File: src/rtl/sync_down_counter.sv
// Loadable synchronous down counter with a registered terminal-count pulse.
// It supports one-shot and auto-reload modes. All state is clocked on the rising edge of clk.
module sync_down_counter #(
    parameter int WIDTH = 4
) (
    input  logic             clk,
    input  logic             reset,
    input  logic             load,
    input  logic [WIDTH-1:0] load_val,
    input  logic             en,
    input  logic             auto_reload,
    output logic [WIDTH-1:0] q,
    output logic             tc,
    output logic             busy,
    output logic             done
);

    typedef enum logic [1:0] {
        IDLE = 2'd0,
        RUN  = 2'd1,
        DONE = 2'd2
    } state_t;

    localparam logic [WIDTH-1:0] ONE = WIDTH'(1);

    state_t           state, state_next;
    logic [WIDTH-1:0] q_next;
    logic [WIDTH-1:0] rld, rld_next;
    logic             tc_next;

    // State, count, reload value and tc pulse register; reset overrides everything
    always_ff @(posedge clk) begin
        if (reset) begin
            state <= IDLE;
            q     <= '0;
            rld   <= '0;
            tc    <= 1'b0;
        end else begin
            state <= state_next;
            q     <= q_next;
            rld   <= rld_next;
            tc    <= tc_next;
        end
    end

    // Load takes priority over counting; tc is raised only on an enabled tick at q==1
    always_comb begin
        state_next = state;
        q_next     = q;
        rld_next   = rld;
        tc_next    = 1'b0;
        if (load) begin
            q_next     = load_val;
            rld_next   = load_val;
            state_next = (load_val != '0) ? RUN : IDLE;
        end else begin
            case (state)
                RUN: begin
                    if (en) begin
                        if (q == ONE) begin
                            tc_next = 1'b1;
                            if (auto_reload) begin
                                q_next = rld;
                            end else begin
                                q_next     = '0;
                                state_next = DONE;
                            end
                        end else if (q != '0) begin
                            q_next = q - ONE;
                        end
                    end
                end
                DONE: begin
                    q_next = '0;
                end
                default: begin
                    q_next = q;
                end
            endcase
        end
    end

    assign busy = (state == RUN);
    assign done = (state == DONE);

endmodule
File: config.mk
export PLATFORM = sky130hd
export DESIGN_NAME = sync_down_counter
export DESIGN_NICKNAME = d
export VERILOG_FILES = /design/src/rtl/sync_down_counter.sv
export SDC_FILE = /design/constraint.sdc
export NUM_CORES = 1
export LEC_CHECK = 0
export BUFFER_PORTS_ARGS = -buffer_cell sky130_fd_sc_hd__buf_2
export CAP_MARGIN = 20
export CORE_AREA = 2 2 39 41
export CTS_CLUSTER_SIZE = 28
export DETAILED_ROUTE_END_ITERATION = 6
export DIE_AREA = 0 0 41 43
export PLACE_DENSITY = 0.73
export SLEW_MARGIN = 20
export SYNTH_ARGS = -nofsm -noshare
export SYNTH_HDL_FRONTEND = slang
export SYNTH_SLANG_ARGS = --single-unit
File: constraint.sdc
create_clock -name clk -period 1.75 [get_ports clk]
set_input_delay 0.0875 -clock clk [delete_from_list [all_inputs] [get_ports clk]]
set_output_delay 0.0875 -clock clk [all_outputs]
set_load 0.1 [all_outputs]
# Word level (Yosys, flattened, before mapping)
# Cells that the tools add are included.
word_totals:
  input_bits: 9
  rom_bits: 0
  output_inout_bits: 7
  ramBits: 0
  memories: 0
  regBits: 11
  elab_cells: 35
  latch_bits: 0
classes:
  n_eq_ne: 6
  muxes: 13
  n_shift: 0
  n_reduce_logical: 9
  n_addsub: 1
  bitwise_logic: 2
  n_mul: 0
  div_mod_pow: 0
  n_lt_le_gt_ge: 0
op_table:
  columns: ["operator", "n"]
  rows:
  - ["4-bit 2-to-1 mux", 5]
  - ["2-bit 2-to-1 mux", 5]
  - ["4-bit case mux with 2 select lines", 1]
  - ["4-bit nonzero test", 2]
  - ["2-bit nonzero test", 3]
  - ["4-bit by 1-bit == test with 1-bit output (second input constant)", 1]
  - ["4-bit by 2-bit inequality test with 1-bit output (second input constant)", 1]
  - ["4-bit AND reduction", 1]
  - ["4-bit OR reduction", 1]
  - ["4-bit by 1-bit subtractor with 4-bit output (second input constant)", 1]
  - ["3-bit inequality test (second input constant)", 1]
  - ["3-bit AND reduction", 1]
  - ["3-bit nonzero test", 1]
  - ["2-bit by 1-bit == test with 1-bit output (second input constant)", 1]
  - ["2-bit == test (second input constant)", 1]
  - ["1-bit 2-to-1 mux", 2]
  - ["2-bit inequality test (second input constant)", 1]
  - ["1-bit inverter", 2]

# Logic depth before layout (Yosys ltp)
depth:
  ltp_word: 6
  depth_mapped: 6
  depth_no_buf: 6

# Worst setup path before layout
# No wires, ideal clock.
synth_path:
  kind: "register -> register"
  start: "register state[1]"
  end: "register q[3]"
  period_less_slack_ps: 2523
  slack_ps: -773
  setup_ps: 104
  stages_incl_launch_ff: 5
  arrival_time_ps: 2419
  t_required_ps: 1646
  cell_sequence: "dfxtp_1 nor2b_1 or2_1 nor3_1 a2111oi_2"
synth_via:
  elab_chain_len: 3
  word_cells_on_any_way: 8
  cone_classes: "eq/ne: 4; mux: 2; reduce/logical: 2"
synth_rtl:
  columns: ["item", "line_no", "rtl"]
  rows:
  - ["from (decl)", "26", "state_t state, state_next;"]
  - ["from (signal assigned)", "39", "state <= state_next;"]
  - ["2-bit == test (*)", null, null]
  - ["named net done", "15", "output logic done"]
  - ["4-bit case mux with 2 select lines / 3-bit nonzero test (equally long branches)", null, null]
  - ["4-bit 2-to-1 mux / 3-bit AND reduction (equally long branches)", null, null]
  - ["to (signal assigned)", "40", "q <= q_next;"]
  - ["to (decl)", "12", "output logic [WIDTH-1:0] q,"]
# The timed path passes the listed nets; every way through them passes the cells marked *.
# A chain may end at the register's enable or synchronous reset.

# Worst setup path after layout
layout_path:
  start: "register q[1]"
  end: "register q[3]"
layout_via:
  elab_chain_len: 6
  word_cells_on_any_way: 10
  cone_classes: "add/sub: 1; eq/ne: 2; mux: 5; reduce/logical: 2"
layout_rtl:
  columns: ["item", "line_no", "rtl"]
  rows:
  - ["4-bit by 1-bit subtractor with 4-bit output", "69", "q_next = q - ONE;"]
  - ["4-bit 2-to-1 mux", "68", "end else if (q != '0) begin"]
  - ["4-bit 2-to-1 mux", "60", "if (q == ONE) begin"]
  - ["4-bit 2-to-1 mux", "59", "if (en) begin"]
  - ["4-bit case mux with 2 select lines", "57", "case (state)"]
  - ["4-bit 2-to-1 mux", "52", "if (load) begin"]
# Parallel ways exist; a longest one is shown, timed or not. The select of a mux whose other input is x is not followed.

==> run summary <==
Cells after DPL -> 102
Die area -> 1760 um2
Critical hold path startpoint -> load_val[0]
Die Y -> 43 um
Vias in the first global route -> 525
Number of synthesized flops with an enable pin -> 0
CTS clk-pin slew, worst paths -> 0.07 ns
Finished Layout Cells -> 106
Data arrival, critical path -> 1.74 ns
Gates resized, CTS repair -> 0
Largest net degree at the start of global routing -> 16
H-Tree Depth -> 1
Mean post-synth cell area -> 8.79 um2
Worst-path maximum fanout -> 5
Final #Nets -> 102
Crit share post-route -> 91.2%
Most common flop cell mapped by yosys -> dfxtp_1
Residual DRC count -> 0
Num CTS Buffers -> 3
Synthesized instance count -> 72
Root buffer cell -> clkbuf_4
Crit path time final -> 1.60 ns
Setup TNS -> 0 ns
Fmax -> 0.626 GHz
Final antenna-violating net count -> 0
Comb pwr share -> 28.1%
Initial antenna violation count -> 0
Hold Buf Count CTS -> 0
Critical Path Start -> q[1]
Run status -> completed
Clk_skew -> 0.00646 ns
IO Count -> 16
DP Wirelength -> 1.04 mm
Commonest cells in the netlist -> dfxtp_1, nor3_1, a21oi_1, nand2_1
Clock Latency Late Sink -> 0.27 ns
Seq cells post-synth -> 11
Routability cong. -> 0.804
CTS Sinks -> 11
Clock power frac -> 27.3%
Site Rows -> 14
RSZ-0062 raised after global routing -> no
Fraction of the yosys area taken by sequential cells -> 34.8%
Leakage power -> 0.000335 uW
Most frequent cell after synthesis -> dfxtp_1
Worst Max-Slew Pin Slew -> 0.491 ns
Grt total ovfl -> 0
Share of the synthesized area in the top cell type -> 34.8%
Max-cap violation count -> 0
Largest area contributor in the netlist -> dfxtp_1
Relative slew slack -> 67.5%
Vias after detailed routing -> 571
Drt pass-1 iters -> 3
FFs w/ async S/R, synth -> 0%
Setup bufs post-CTS -> 0
Worst r2r src -> q[1]
Die Span X -> 41 um
Initial Util -> 45.8%
Sw frac -> 35.3%
Critical Path RT -> 1.89 ns
Crit path capture type -> flip-flop
Antenna Cells -> 0
Synth cell types -> 30
Placeable core area -> 1380 um2
# setup viols final -> 0
Post-synthesis net count -> 83
Vias/cell -> 5.39
Kind of critical path -> reg -> reg
Initial DRC Count -> 15
VDD IR-drop max -> 614 uV
PortBufs -> 15
Cell Area, Synth -> 633 um2
Clk buf depth -> 2
Pint -> 408 uW
Total routed wirelength -> 1.34 mm
Drt wl/cell -> 12.7 um
Synth top area cells -> dfxtp_1, nor3_1, o31ai_1
Post-Route Utilization -> 56.2%
Final max-slew violation count -> 0
Ys Warns -> 0
Sequential power share -> 44.6%
Share of cells above drive strength 1 -> 41.1%
TritonCTS clock tree -> done
Worst hold path type -> in -> reg
Area growth syn-to-layout -> 22.9%
Final Hold Viols -> 0
Sw power -> 222 uW
Worst setup SP type -> flip-flop
GRT Overall Usage -> 19.6%
First-pass GRT wire length -> 2.28 mm
PwrDens -> 810 nW/um2
-- sequential cells by signal, summed over array words and instances, names as in the netlist --
name and flops:
q 4, rld 4, state 2, tc 1
-- worst paths after layout --
check,cells past startpoint,endpoint,slack [ns]
worst min register to register,2,rld[1],0.47
worst max register to register,6,q[3],0.15
worst min-delay path,3,rld[0],0.11
worst max-delay path,6,q[3],0.15
-- power by group through the flow --
stage | clock (uW) | combinational [uW] | sequential (uW)
3_5_place_dp | 0 | 174 | 287
3_3_place_gp | 0 | 172 | 286
6_report | 172 | 177 | 281
5_1_grt | 193 | 193 | 284
2_1_floorplan | 0 | 91.1 | 333
4_1_cts | 178 | 174 | 281
-- critical path, stage by stage (launching register included) --
cell and delay (ns):
dfxtp_4 0.35, inv_1 0.08, ha_1 0.19, inv_1 0.07, o41a_2 0.47, nor3_1 0.24, a2111oi_2 0.07
-- logic make-up after synthesis --
family / share of synthesized area, %
fa+ha+maj: 3.95
compound gates: 27.5
flops: 34.8
xor+xnor: 1.38
simple gates: 26.5
buf+inv: 5.93
-- per-layer routing --
layer / part of all wire, % / track usage, %
met1: 46 / 24.2
met2: 48 / 28.7
met3: 4.9 / 5.24
met4: 0.89 / 12.0
met5: 0 / 0
-- stage by stage --
step	power, uW	cell area [um2]	hold WS, ns	setup WS (ns)
after detailed placement	461	744	0.388	0.101
after global routing	670	778	0.103	0.0585
after global placement	459	744	0.382	0.138
after CTS	634	771	0.0978	0.0755
after floorplan	424	653	0.149	0.00682
final	630	778	0.111	0.153
-- layout make-up --
type	instances	area [um2]
multi-input combinational	53	393
clock buffer	4	26.3
fill	136	606
sequential	11	230
timing repair buffer	17	90.1
tap	16	20.0
inverter	5	18.8
-- cells in the final DEF (no fill, tap or decap), drive strengths merged, types with 2 or more instances in the layout --
cell type,n
nor2,4
nor2b,3
clkbuf,4
inv,5
o31ai,4
a211oi,3
and3,3
o41ai,2
buf,17
a21oi,5
nand2,5
nand2b,4
ha,2
nor3,6
dfxtp,11
No activity file was read; power rests on OpenSTA's default activity.
